$ cat src/rtl/reset_pkg.sv
`default_nettype none
// ============================================================================
// Module      : reset_pkg
// Description : Shared reset-cause codes, sequencer state encoding and a
//               counter-width helper for the reset sequencer slice.
// Revision    : 1.0 - initial release
// ============================================================================
package reset_pkg;

    localparam logic [1:0] RST_CAUSE_POR = 2'b00;
    localparam logic [1:0] RST_CAUSE_BTN = 2'b01;
    localparam logic [1:0] RST_CAUSE_SW  = 2'b10;

    typedef enum logic [1:0] {
        RSEQ_HOLD = 2'b00,
        RSEQ_GAP  = 2'b01,
        RSEQ_RUN  = 2'b10
    } rseq_state_e;

    // One extra bit above the largest terminal count keeps the compare simple.
    function automatic int cnt_width(input int a, input int b, input int c);
        int m;
        m = a;
        if (b > m) m = b;
        if (c > m) m = c;
        return $clog2(m) + 1;
    endfunction

endpackage : reset_pkg
`default_nettype wire

$ cat src/rtl/btn_debounce.sv
`default_nettype none
// ============================================================================
// Module      : btn_debounce
// Description : Synchronizes a bouncing active-low pushbutton and accepts a
//               new level only after it holds for DEBOUNCE_CYCLES edges.
//               Emits a one-cycle press pulse on an accepted 1->0 change.
// Revision    : 1.0 - initial release
// ============================================================================
module btn_debounce
    import reset_pkg::*;
#(
    parameter int SYNC_STAGES     = 2,
    parameter int DEBOUNCE_CYCLES = 16
) (
    input  logic clk_i,
    input  logic internal_rst_n,
    input  logic btn_rst_ni,
    output logic btn_stable_o,
    output logic btn_press_o
);

    localparam int CNT_W = cnt_width(DEBOUNCE_CYCLES, 1, 1);
    localparam logic [CNT_W-1:0] CNT_LAST = CNT_W'(DEBOUNCE_CYCLES - 1);

    logic [SYNC_STAGES-1:0] sync_q;
    logic [SYNC_STAGES-1:0] sync_d;
    logic                   synced;
    logic [CNT_W-1:0]       cnt_q, cnt_d;
    logic                   stable_q, stable_d;
    logic                   press_q, press_d;

    assign sync_d = {sync_q[SYNC_STAGES-2:0], btn_rst_ni};
    assign synced = sync_q[SYNC_STAGES-1];

    // Synchronizer chain; idles released so POR does not look like a press.
    always_ff @(posedge clk_i or negedge internal_rst_n) begin
        if (!internal_rst_n) begin
            sync_q <= '1;
        end else begin
            sync_q <= sync_d;
        end
    end

    // Count consecutive mismatches; accept the new level on the last one.
    always_comb begin
        stable_d = stable_q;
        cnt_d    = cnt_q;
        press_d  = 1'b0;
        if (synced != stable_q) begin
            if (cnt_q == CNT_LAST) begin
                stable_d = synced;
                cnt_d    = '0;
                press_d  = ~synced;
            end else begin
                cnt_d = cnt_q + CNT_W'(1);
            end
        end else begin
            cnt_d = '0;
        end
    end

    // Debounce state registers.
    always_ff @(posedge clk_i or negedge internal_rst_n) begin
        if (!internal_rst_n) begin
            cnt_q    <= '0;
            stable_q <= 1'b1;
            press_q  <= 1'b0;
        end else begin
            cnt_q    <= cnt_d;
            stable_q <= stable_d;
            press_q  <= press_d;
        end
    end

    assign btn_stable_o = stable_q;
    assign btn_press_o  = press_q;

endmodule : btn_debounce
`default_nettype wire

$ cat src/rtl/reset_sequencer.sv
`default_nettype none
// ============================================================================
// Module      : reset_sequencer
// Description : Combines POR, debounced pushbutton and software reset
//               requests; releases peripheral reset, then core reset after a
//               gap, and records the cause of the most recent reset.
// Revision    : 1.0 - initial release
// ============================================================================
module reset_sequencer
    import reset_pkg::*;
#(
    parameter int SYNC_STAGES      = 2,
    parameter int DEBOUNCE_CYCLES  = 16,
    parameter int HOLD_CYCLES      = 8,
    parameter int STAGE_GAP_CYCLES = 4
) (
    input  logic       clk_i,
    input  logic       internal_rst_n,
    input  logic       btn_rst_ni,
    input  logic       sw_rst_req_i,
    output logic       rst_periph_no,
    output logic       rst_core_no,
    output logic [1:0] rst_cause_o,
    output logic       busy_o
);

    localparam int CNT_W = cnt_width(HOLD_CYCLES, STAGE_GAP_CYCLES, DEBOUNCE_CYCLES);
    localparam logic [CNT_W-1:0] HOLD_LAST = CNT_W'(HOLD_CYCLES - 1);
    localparam logic [CNT_W-1:0] GAP_LAST  = CNT_W'(STAGE_GAP_CYCLES - 1);

    logic             btn_stable;
    logic             btn_press;

    rseq_state_e      state_q, state_d;
    logic [CNT_W-1:0] cnt_q, cnt_d;
    logic             periph_q, periph_d;
    logic             core_q, core_d;
    logic             busy_q, busy_d;
    logic [1:0]       cause_q, cause_d;

    btn_debounce #(
        .SYNC_STAGES     (SYNC_STAGES),
        .DEBOUNCE_CYCLES (DEBOUNCE_CYCLES)
    ) u_btn_debounce (
        .clk_i          (clk_i),
        .internal_rst_n (internal_rst_n),
        .btn_rst_ni     (btn_rst_ni),
        .btn_stable_o   (btn_stable),
        .btn_press_o    (btn_press)
    );

    // Next state, counter and registered-output values; a press always wins.
    always_comb begin
        state_d  = state_q;
        cnt_d    = cnt_q;
        periph_d = periph_q;
        core_d   = core_q;
        busy_d   = busy_q;
        cause_d  = cause_q;
        unique case (state_q)
            RSEQ_HOLD: begin
                periph_d = 1'b0;
                core_d   = 1'b0;
                busy_d   = 1'b1;
                if (btn_press) begin
                    cnt_d   = '0;
                    cause_d = RST_CAUSE_BTN;
                end else if (btn_stable) begin
                    if (cnt_q == HOLD_LAST) begin
                        state_d  = RSEQ_GAP;
                        periph_d = 1'b1;
                        cnt_d    = '0;
                    end else begin
                        cnt_d = cnt_q + CNT_W'(1);
                    end
                end else begin
                    cnt_d = '0;
                end
            end
            RSEQ_GAP: begin
                if (btn_press) begin
                    state_d  = RSEQ_HOLD;
                    periph_d = 1'b0;
                    cnt_d    = '0;
                    cause_d  = RST_CAUSE_BTN;
                end else if (cnt_q == GAP_LAST) begin
                    state_d = RSEQ_RUN;
                    core_d  = 1'b1;
                    busy_d  = 1'b0;
                    cnt_d   = '0;
                end else begin
                    cnt_d = cnt_q + CNT_W'(1);
                end
            end
            RSEQ_RUN: begin
                if (btn_press || sw_rst_req_i) begin
                    state_d  = RSEQ_HOLD;
                    periph_d = 1'b0;
                    core_d   = 1'b0;
                    busy_d   = 1'b1;
                    cnt_d    = '0;
                    cause_d  = btn_press ? RST_CAUSE_BTN : RST_CAUSE_SW;
                end
            end
            default: begin
                state_d  = RSEQ_HOLD;
                periph_d = 1'b0;
                core_d   = 1'b0;
                busy_d   = 1'b1;
                cnt_d    = '0;
            end
        endcase
    end

    // State, counter and output flops; POR forces every reset asserted.
    always_ff @(posedge clk_i or negedge internal_rst_n) begin
        if (!internal_rst_n) begin
            state_q  <= RSEQ_HOLD;
            cnt_q    <= '0;
            periph_q <= 1'b0;
            core_q   <= 1'b0;
            busy_q   <= 1'b1;
            cause_q  <= RST_CAUSE_POR;
        end else begin
            state_q  <= state_d;
            cnt_q    <= cnt_d;
            periph_q <= periph_d;
            core_q   <= core_d;
            busy_q   <= busy_d;
            cause_q  <= cause_d;
        end
    end

    assign rst_periph_no = periph_q;
    assign rst_core_no   = core_q;
    assign busy_o        = busy_q;
    assign rst_cause_o   = cause_q;

endmodule : reset_sequencer
`default_nettype wire
$ cat config.mk
export PLATFORM = sky130hd
export DESIGN_NAME = reset_sequencer
export DESIGN_NICKNAME = d
export VERILOG_FILES = /design/src/rtl/reset_pkg.sv /design/src/rtl/btn_debounce.sv /design/src/rtl/reset_sequencer.sv
export SDC_FILE = /design/constraint.sdc
export NUM_CORES = 1
export LEC_CHECK = 0
export BUFFER_PORTS_ARGS = -buffer_cell sky130_fd_sc_hd__buf_4
export CAP_MARGIN = 30
export CORE_MARGIN = 4
export CORE_UTILIZATION = 59
export CTS_CLUSTER_SIZE = 12
export DETAILED_ROUTE_END_ITERATION = 8
export PLACE_DENSITY = 0.9
export RECOVER_POWER = 50
export REMOVE_ABC_BUFFERS = 1
export SYNTH_ARGS = -nofsm -noshare
export SYNTH_HDL_FRONTEND = slang
export SYNTH_SLANG_ARGS = --single-unit
$ cat constraint.sdc
create_clock -name clk_i -period 2.3 [get_ports clk_i]
set_input_delay 0.23 -clock clk_i [delete_from_list [all_inputs] [get_ports clk_i]]
set_output_delay 0.23 -clock clk_i [all_outputs]
set_load 0.1 [all_outputs]
* Word-level counts from Yosys, hierarchy flattened
Cells that the tools add are included.
** Cells by class
- Reductions and logical operators :: 9
- Muxes and demuxes :: 35
- Equality and inequality tests :: 15
- Add/subtract/negate cells :: 2
- Bitwise logic cells :: 1
** Operators with widths (count)
- $mux 5 :: 8
- $mux 2 :: 9
- $pmux 5 s3 :: 1
- $mux 1 :: 12
- $add 5x1->5 const B :: 2
- $ne 2x2->1 const B :: 5
- $ne 2x1->1 const B :: 3
- $pmux 2 s3 :: 1
- $reduce_and 3->1 :: 2
- $eq 5x2->1 const B :: 1
- $eq 5x3->1 const B :: 1
- $eq 5x4->1 const B :: 1
- $reduce_and 5->1 :: 1
- $pmux 1 s2 :: 2
- $pmux 2 s2 :: 1
- $reduce_and 2->1 :: 2
- $ne 3x2->1 const B :: 1
- $pmux 1 s3 :: 1
- $eq 2x1->1 const B :: 1
- $eq 2x2->1 const B :: 1
- $logic_not 2->1 :: 1
- $reduce_bool 2->1 :: 1
- $reduce_or 2->1 :: 1
- $logic_or 1x1->1 :: 1
- 2 further kinds :: 2
** Word-level totals
- Output and inout bits :: 5
- Register bits after elaboration :: 21

* Longest topological paths before layout
Gate-level depths: netlist of run 1.
- Depth in word-level cells :: 5
- Depth in mapped cells :: 5
- Gate-level depth less buffers :: 4

* Cells and area by module
From an unflattened synthesis of run 1, not the netlist that was laid out.
** Unflattened totals
- Cell total of the unflattened synthesis :: 89
- Area, all modules :: 1024.7 µm²
** Modules (own cells, without submodules)
- reset_sequencer :: instances 1, sequential area each 301.5 µm², area each 683.2 µm², cells an instance 64
- btn_debounce :: instances 1, sequential area each 229.0 µm², area each 341.6 µm², cells an instance 25

* Worst setup path after synthesis of run 1
Ideal clock, no wire load.
- Path type :: register to register
- Start :: register cnt_q[0]
- End :: register cnt_q[3]
- Library setup time :: 122 ps
- Setup slack :: 833 ps
- Cell stages (with the launch flop) :: 5
- Arrival time :: 1346 ps
- Cells stage by stage :: dfrtp_1 ha_1 nor3b_1 o221ai_2 a32o_1
** On the way
- Longest elaborated chain between the ends :: 5
- Elaborated cells between the ends (all ways) :: 9
- Classes of those cells :: 1 x add/sub; 2 x eq/ne; 6 x mux
** RTL lines
- start: declaration :: RTL line reset_sequencer.sv:35 : logic [CNT_W-1:0] cnt_q, cnt_d;
- start signal: assignment :: RTL line reset_sequencer.sv:126 : cnt_q <= cnt_d;
- $add 5x1->5 or $eq 5x3->1 (tied branches) :: RTL line reset_sequencer.sv:74, reset_sequencer.sv:92, reset_sequencer.sv:69
- $mux 5 :: RTL line reset_sequencer.sv:69 : if (cnt_q == HOLD_LAST) begin
- $mux 5 :: RTL line reset_sequencer.sv:68 : end else if (btn_stable) begin
- $mux 5 :: RTL line reset_sequencer.sv:65 : if (btn_press) begin
- $pmux 5 s3 * :: RTL line reset_sequencer.sv:60 : unique case (state_q)
Every way passes the cells marked *; elsewhere a longest branch is shown, timed or not.
A chain may end at the register's enable or synchronous reset.

* Worst setup path after layout of run 1
Ends and elaborated chain as after synthesis.

==> out/qor.yml, run 1 <==
syn_to_final_growth_pct: 8.293
syn_area_mm2: 0.001026
rr_startpoint: "cnt_q[0]"
grt_pass1_vias: 682
io_buffers: 8
antenna_found_initial: 0
first_iter_violations: 31
cts.clk_slew.worst_paths_ns: 0.12
cts_buffers: 3
yosysUniqueCellTypes: 39
seq_area_frac_synth_pct: 51.71
slew_viol_final: 0
syn-instance-count: 92
worst_setup_path_start_kind: "flop"
multi_input_area_um2: 455.4
drt_wl_total_um: 1672
finalPower_mw: 0.5767
post-route-cell-area_mm2: 0.001111
hp-class: "in2reg"
core-area_mm2: 0.001577
yosys_warnings: 0
fp.dieW_um: 49.70
period_share_pct: 72.82
finalHoldViolations: 0
place.gp.congestion: 0.7661
setup_viol: 0
clockRootBuffer: "clkbuf_4"
final_nets: 107
rrSetupSlack_ns: 0.63
ys_ff_latch: 21
skew_ns: 0.005849
synth.avg_cell_area_um2: 11.15
clk_latency_ns: 0.30
dp_hpwl_um: 1180
rsz0062_at_grt: "no"
powerDensity_mw_per_mm2: 519.1
async_flop_share_pct: 100.0
vias: 742
min_to: "u_btn_debounce.sync_q[0]"
worstHoldPathCells: 1
drive_gt1_share_pct: 22.00
p_leak_nw: 0.5203
grt_use_total_pct: 15.03
wire_per_inst_um: 14.41
grt_max_degree: 22
fin_hold_ws_ns: 0.02370
cts_setup_buffers: 0
synth_edf_count: 0
grt-ovfl-total: 0
ant_nets: 0
drt-pass1-iter-count: 4
dieArea_mm2: 0.002470
required_ns: 2.49
register_area_um2: 530.5
cts_num_sinks: 21
cts_buffer_depth: 2
dpl_cell_area_mm2: 0.001077
die_y_um: 49.70
ys.flop_type: "dfrtp_1"
place_ws_ns: 0.6646
fillers: 113
cp_data_arrival_time_ns: 1.87
r2r_cells: 4
setup_ws_ns: 0.6250
status: "finished clean"
htree_levels: 1
hp-start: "btn_rst_ni"
rows: 14
finalSetupTns_ns: 0
grt_pass1_wl_um: 2877
cts_tree: "built"
cap_violations: 0
setup.worst_path.class: "reg2reg"
rr_endpoint: "cnt_q[3]"
worst_slew_pin_slew_ns: 1.077
antenna_cells: 0
slew_headroom_pct: 28.18
irDropWorstVdd_mv: 0.4885
initial_core_util_pct: 65.08
path_max_fanout: 6
via_per_inst: 6.397
max_freq_ghz: 0.5970
pin_count: 9
drc: 0
worstSetupEndpointType: "flop"
finalCriticalPeriod_ns: 1.675
==> state kept, by name, indices dropped and copies added, names as in the netlist <==
signal / count
busy_o: 1
state_q: 2
u_btn_debounce.btn_press_o: 1
u_btn_debounce.sync_q: 2
rst_cause_o: 2
rst_core_no: 1
u_btn_debounce.btn_stable_o: 1
cnt_q: 5
u_btn_debounce.cnt_q: 5
rst_periph_no: 1
==> per-layer routing <==
layer / GRT usage, % / vias to the layer above / share of wire (%)
met5: 0 / - / 0
met4: 5.991 / 0 / 0.78
met3: 3.916 / 2 / 6.0
met2: 23.35 / 19 / 46
met1: 19.85 / 365 / 47
li1: - / 356 / -
==> metrics by stage <==
stage                     cells  util, %
final                       116    70.48
after global routing        116    70.48
after CTS                   116    70.71
after detailed placement    111    68.33
after global placement      111    68.33
after floorplan              87        -
==> cells by family after synthesis <==
family                     share of synthesized area (%)
and+or+nand+nor                                    22.81
DFF                                                51.71
AOI/OAI and AO/OA                                  13.54
buffers and inverters                              3.902
xor gates and xnor gates                           3.415
muxes                                              2.195
adders and majority gates                          2.439
==> timing repair <==
action,CTS,global route
hold buffers,1,0
endpoints found under the hold margin,17,0
resized for setup,0,0
==> layout make-up <==
type / instances / share of cell area, %
well taps: 16 / 1.802
inverters: 3 / 1.014
repair buffers: 9 / 5.968
clock buffers: 3 / 2.027
clock inverters: 1 / 0.4504
multi-input cells: 63 / 40.99
flip-flops and latches: 21 / 47.75
==> cells in the final DEF (no fill, tap or decap), types with 2 or more instances in the layout <==
cell type | netlist | routed
a21oi_1 | 2 | 2
a32o_1 | 2 | 2
a32oi_1 | 2 | 2
and3_1 | 2 | 2
buf_4 | 0 | 6
clkbuf_4 | 0 | 4
dfrtp_1 | 17 | 17
dfstp_2 | 4 | 4
ha_1 | 2 | 2
inv_1 | 3 | 3
mux2_2 | 2 | 2
nand2_1 | 6 | 6
nand3_1 | 5 | 5
nor2_1 | 8 | 8
nor2b_1 | 3 | 3
nor4b_1 | 3 | 3
o21ai_0 | 3 | 3
o31ai_1 | 2 | 2
xor2_1 | 3 | 3
==> worst max path at each step <==
stage	slack (ns)	end	depth (start not counted)	start
after CTS	0.63	cnt_q[3]	4	cnt_q[0]
after detailed placement	0.66	cnt_q[3]	4	cnt_q[0]
after floorplan	0.83	cnt_q[3]	4	cnt_q[0]
after global placement	0.77	cnt_q[3]	4	cnt_q[0]
final	0.63	cnt_q[3]	4	cnt_q[0]
after global routing	0.51	cnt_q[3]	4	cnt_q[1]
==> cell usage after synthesis, drive strengths merged, types with 2 or more instances <==
master   n  area share [%]
or4b     2             2.3
clkbuf   3             1.2
nor2b    3             1.8
inv      3             1.1
o31ai    2             1.5
o21ai    3             1.5
mux2     2             2.2
a32o     2             2.0
buf      2             1.6
a32oi    2             1.7
dfstp    4              10
ha       2             2.4
and3     2             1.2
nor2     8             2.9
a21oi    2            0.98
dfrtp   17              41
nand3    5             2.4
nand2    6             2.2
nor4b    4             4.9
xor2     3             2.6
==> worst max-delay path: stages, from the launching register on <==
cell	delay, ns
dfrtp_1	0.40
ha_1	0.24
nor3b_1	0.49
o221ai_2	0.17
a32o_1	0.28
==> where the power goes <==
part	switching (mW)	internal, mW	total, mW	leakage (nW)
combinational	0.0131	0.00807	0.0212	0.231
clock	0.110	0.0647	0.175	0.0177
sequential	0.00411	0.377	0.381	0.272
total	0.127	0.450	0.577	0.520
Power figures use the tool's default switching activity.
==> run 2, diff against run 1 <==
- CORE_UTILIZATION: 59 -> 51
- PLACE_DENSITY: 0.9 -> 0.84
- clock period: 2.3 -> 1.5 ns (I/O delays scaled with it)
==> out/qor.yml, run 2 (synthesized netlist as in run 1, its figures left out) <==
worst_slew_pin_slew_ns: 0.4970  # -0.5804 ns
syn_to_final_growth_pct: 19.27
pin_count: 9  # unchanged
grt_use_total_pct: 16.42  # +1.4 points
slew_viol_final: 0  # unchanged
finalCriticalPeriod_ns: 1.441  # -0.2337 ns
min_to: "state_q[1]"
fillers: 140  # +24%
grt_pass1_vias: 809  # +19%
hp-class: "in2reg"
die_y_um: 52.85  # +6.3%
setup.worst_path.class: "reg2reg"
grt-ovfl-total: 0  # unchanged
place.gp.congestion: 0.7499  # -2.1%
drive_gt1_share_pct: 34.55  # +13 points
clockRootBuffer: "clkbuf_4"
grt_pass1_wl_um: 3401  # +18%
cap_violations: 0  # unchanged
rows: 15  # +1
drt_wl_total_um: 1951  # +17%
fin_hold_ws_ns: 0.2362  # +0.2125 ns
powerDensity_mw_per_mm2: 727.3  # +40%
skew_ns: 0.005275  # -0.0005737 ns
cts_buffer_depth: 2  # unchanged
setup_viol: 0  # unchanged
finalHoldViolations: 0  # unchanged
dieArea_mm2: 0.002793  # +13%
fp.dieW_um: 52.85  # +6.3%
required_ns: 1.75  # -0.74 ns
worstHoldPathCells: 3  # +2
p_leak_nw: 0.5779  # +11%
clk_latency_ns: 0.30  # about the same
worst_setup_path_start_kind: "flop"
max_freq_ghz: 0.6938  # +16%
finalPower_mw: 0.8900  # +54%
via_per_inst: 5.659  # -12%
cts.clk_slew.worst_paths_ns: 0.12  # about the same
cts_num_sinks: 21  # unchanged
period_share_pct: 96.09  # +23 points
drt-pass1-iter-count: 4  # unchanged
cts_tree: "built"
rrSetupSlack_ns: 0.06  # -0.57 ns
path_max_fanout: 3  # -3
final_cell_mix: "dfrtp_1, buf_4, nor2_1"
multi_input_area_um2: 475.5  # +4.4%
register_area_um2: 533.0  # +0.47%
irDropWorstVdd_mv: 0.8132  # +66%
antenna_cells: 0  # unchanged
dp_hpwl_um: 1354  # +15%
status: "finished clean"
drc: 0  # unchanged
final_nets: 117  # +9.3%
cts_buffers: 3  # unchanged
cp_data_arrival_time_ns: 1.69  # -0.18 ns
final_core_util_pct: 67.22  # -3.3 points
r2r_cells: 3  # -1
antenna_found_initial: 0  # unchanged
initial_core_util_pct: 56.36  # -8.7 points
rr_startpoint: "u_btn_debounce.btn_stable_o"
hp-start: "sw_rst_req_i"
vias: 764  # +3.0%
htree_levels: 1  # unchanged
rr_endpoint: "cnt_q[3]"
worstSetupEndpointType: "flop"
wire_per_inst_um: 14.45  # +0.26%
ant_nets: 0  # unchanged
first_iter_violations: 20  # -35%
core-area_mm2: 0.001821  # +15%
io_buffers: 8  # unchanged
finalSetupTns_ns: 0  # unchanged
grt_max_degree: 22  # unchanged
dpl_cell_area_mm2: 0.001141  # +5.9%
post-route-cell-area_mm2: 0.001224  # +10%
slew_headroom_pct: 66.87  # +39 points
reg.largest.list: "cnt_q (5), u_btn_debounce.cnt_q (5)"
==> run 2: cell types whose count changed in the layout (fill, tap and decap cells not counted), sizes merged <==
cell	delta
buf	+9
dlygate4sd3	+1
==> run 2: layout make-up <==
type	instances	area share (%)
clock buffers	3	1.840
well taps	25	2.556
repair buffers	19	11.86
inverters	3	0.9202
clock inverters	1	0.4090
flip-flops and latches	21	43.56
multi-input cells	63	38.85
==> run 2: critical path: stages, from the launching register on <==
cell and delay [ns]:
dfstp_2 0.55, or4b_4 0.49, o221ai_2 0.17, a32o_1 0.18
==> run 2: how the worst max path moves through the flow <==
stage,start,endpoint,slack [ns],cells past startpoint
final,u_btn_debounce.btn_stable_o,cnt_q[3],0.06,3
after global routing,cnt_q[1],cnt_q[0],-0.01,4
after CTS,u_btn_debounce.btn_press_o,cnt_q[0],0.03,3
after detailed placement,u_btn_debounce.btn_press_o,cnt_q[0],0.04,3
after global placement,u_btn_debounce.btn_press_o,cnt_q[0],0.07,3
after floorplan,cnt_q[0],cnt_q[3],0.03,4
==> run 2: metrics by stage <==
step / setup WS (ns) / instances
after detailed placement: 0.04372 / 127
final: 0.05869 / 135
after CTS: 0.02662 / 133
after global routing: -0.01309 / 135
after global placement: 0.06720 / 127
after floorplan: 0.03290 / 87
==> run 2: what timing repair did <==
| action | 4_1_cts | 5_1_grt |
|---|---|---|
| endpoints found under the hold margin | 22 | 0 |
| endpoints found under the setup margin | 0 | 5 |
| buffers inserted | 0 | 2 |
| resized for setup | 0 | 6 |
| hold buffers | 2 | 0 |
==> run 2: power by group <==
| part | leakage, nW | switching (mW) | internal (mW) |
|---|---|---|---|
| registers | 0.268 | 0.00657 | 0.578 |
| clock network | 0.0177 | 0.171 | 0.0991 |
| logic | 0.292 | 0.0211 | 0.0145 |
| total | 0.578 | 0.199 | 0.691 |
==> run 2: metal layers <==
| layer | part of all wire (%) | wire length [um] | vias up | GRT usage [%] |
|---|---|---|---|---|
| met5 | 0 | 0 | - | 0 |
| met4 | 1.2 | 23 | 0 | 3.830 |
| met3 | 5.5 | 108 | 4 | 5.915 |
| met2 | 46 | 906 | 23 | 26.45 |
| met1 | 47 | 913 | 366 | 20.98 |
| li1 | - | - | 371 | - |
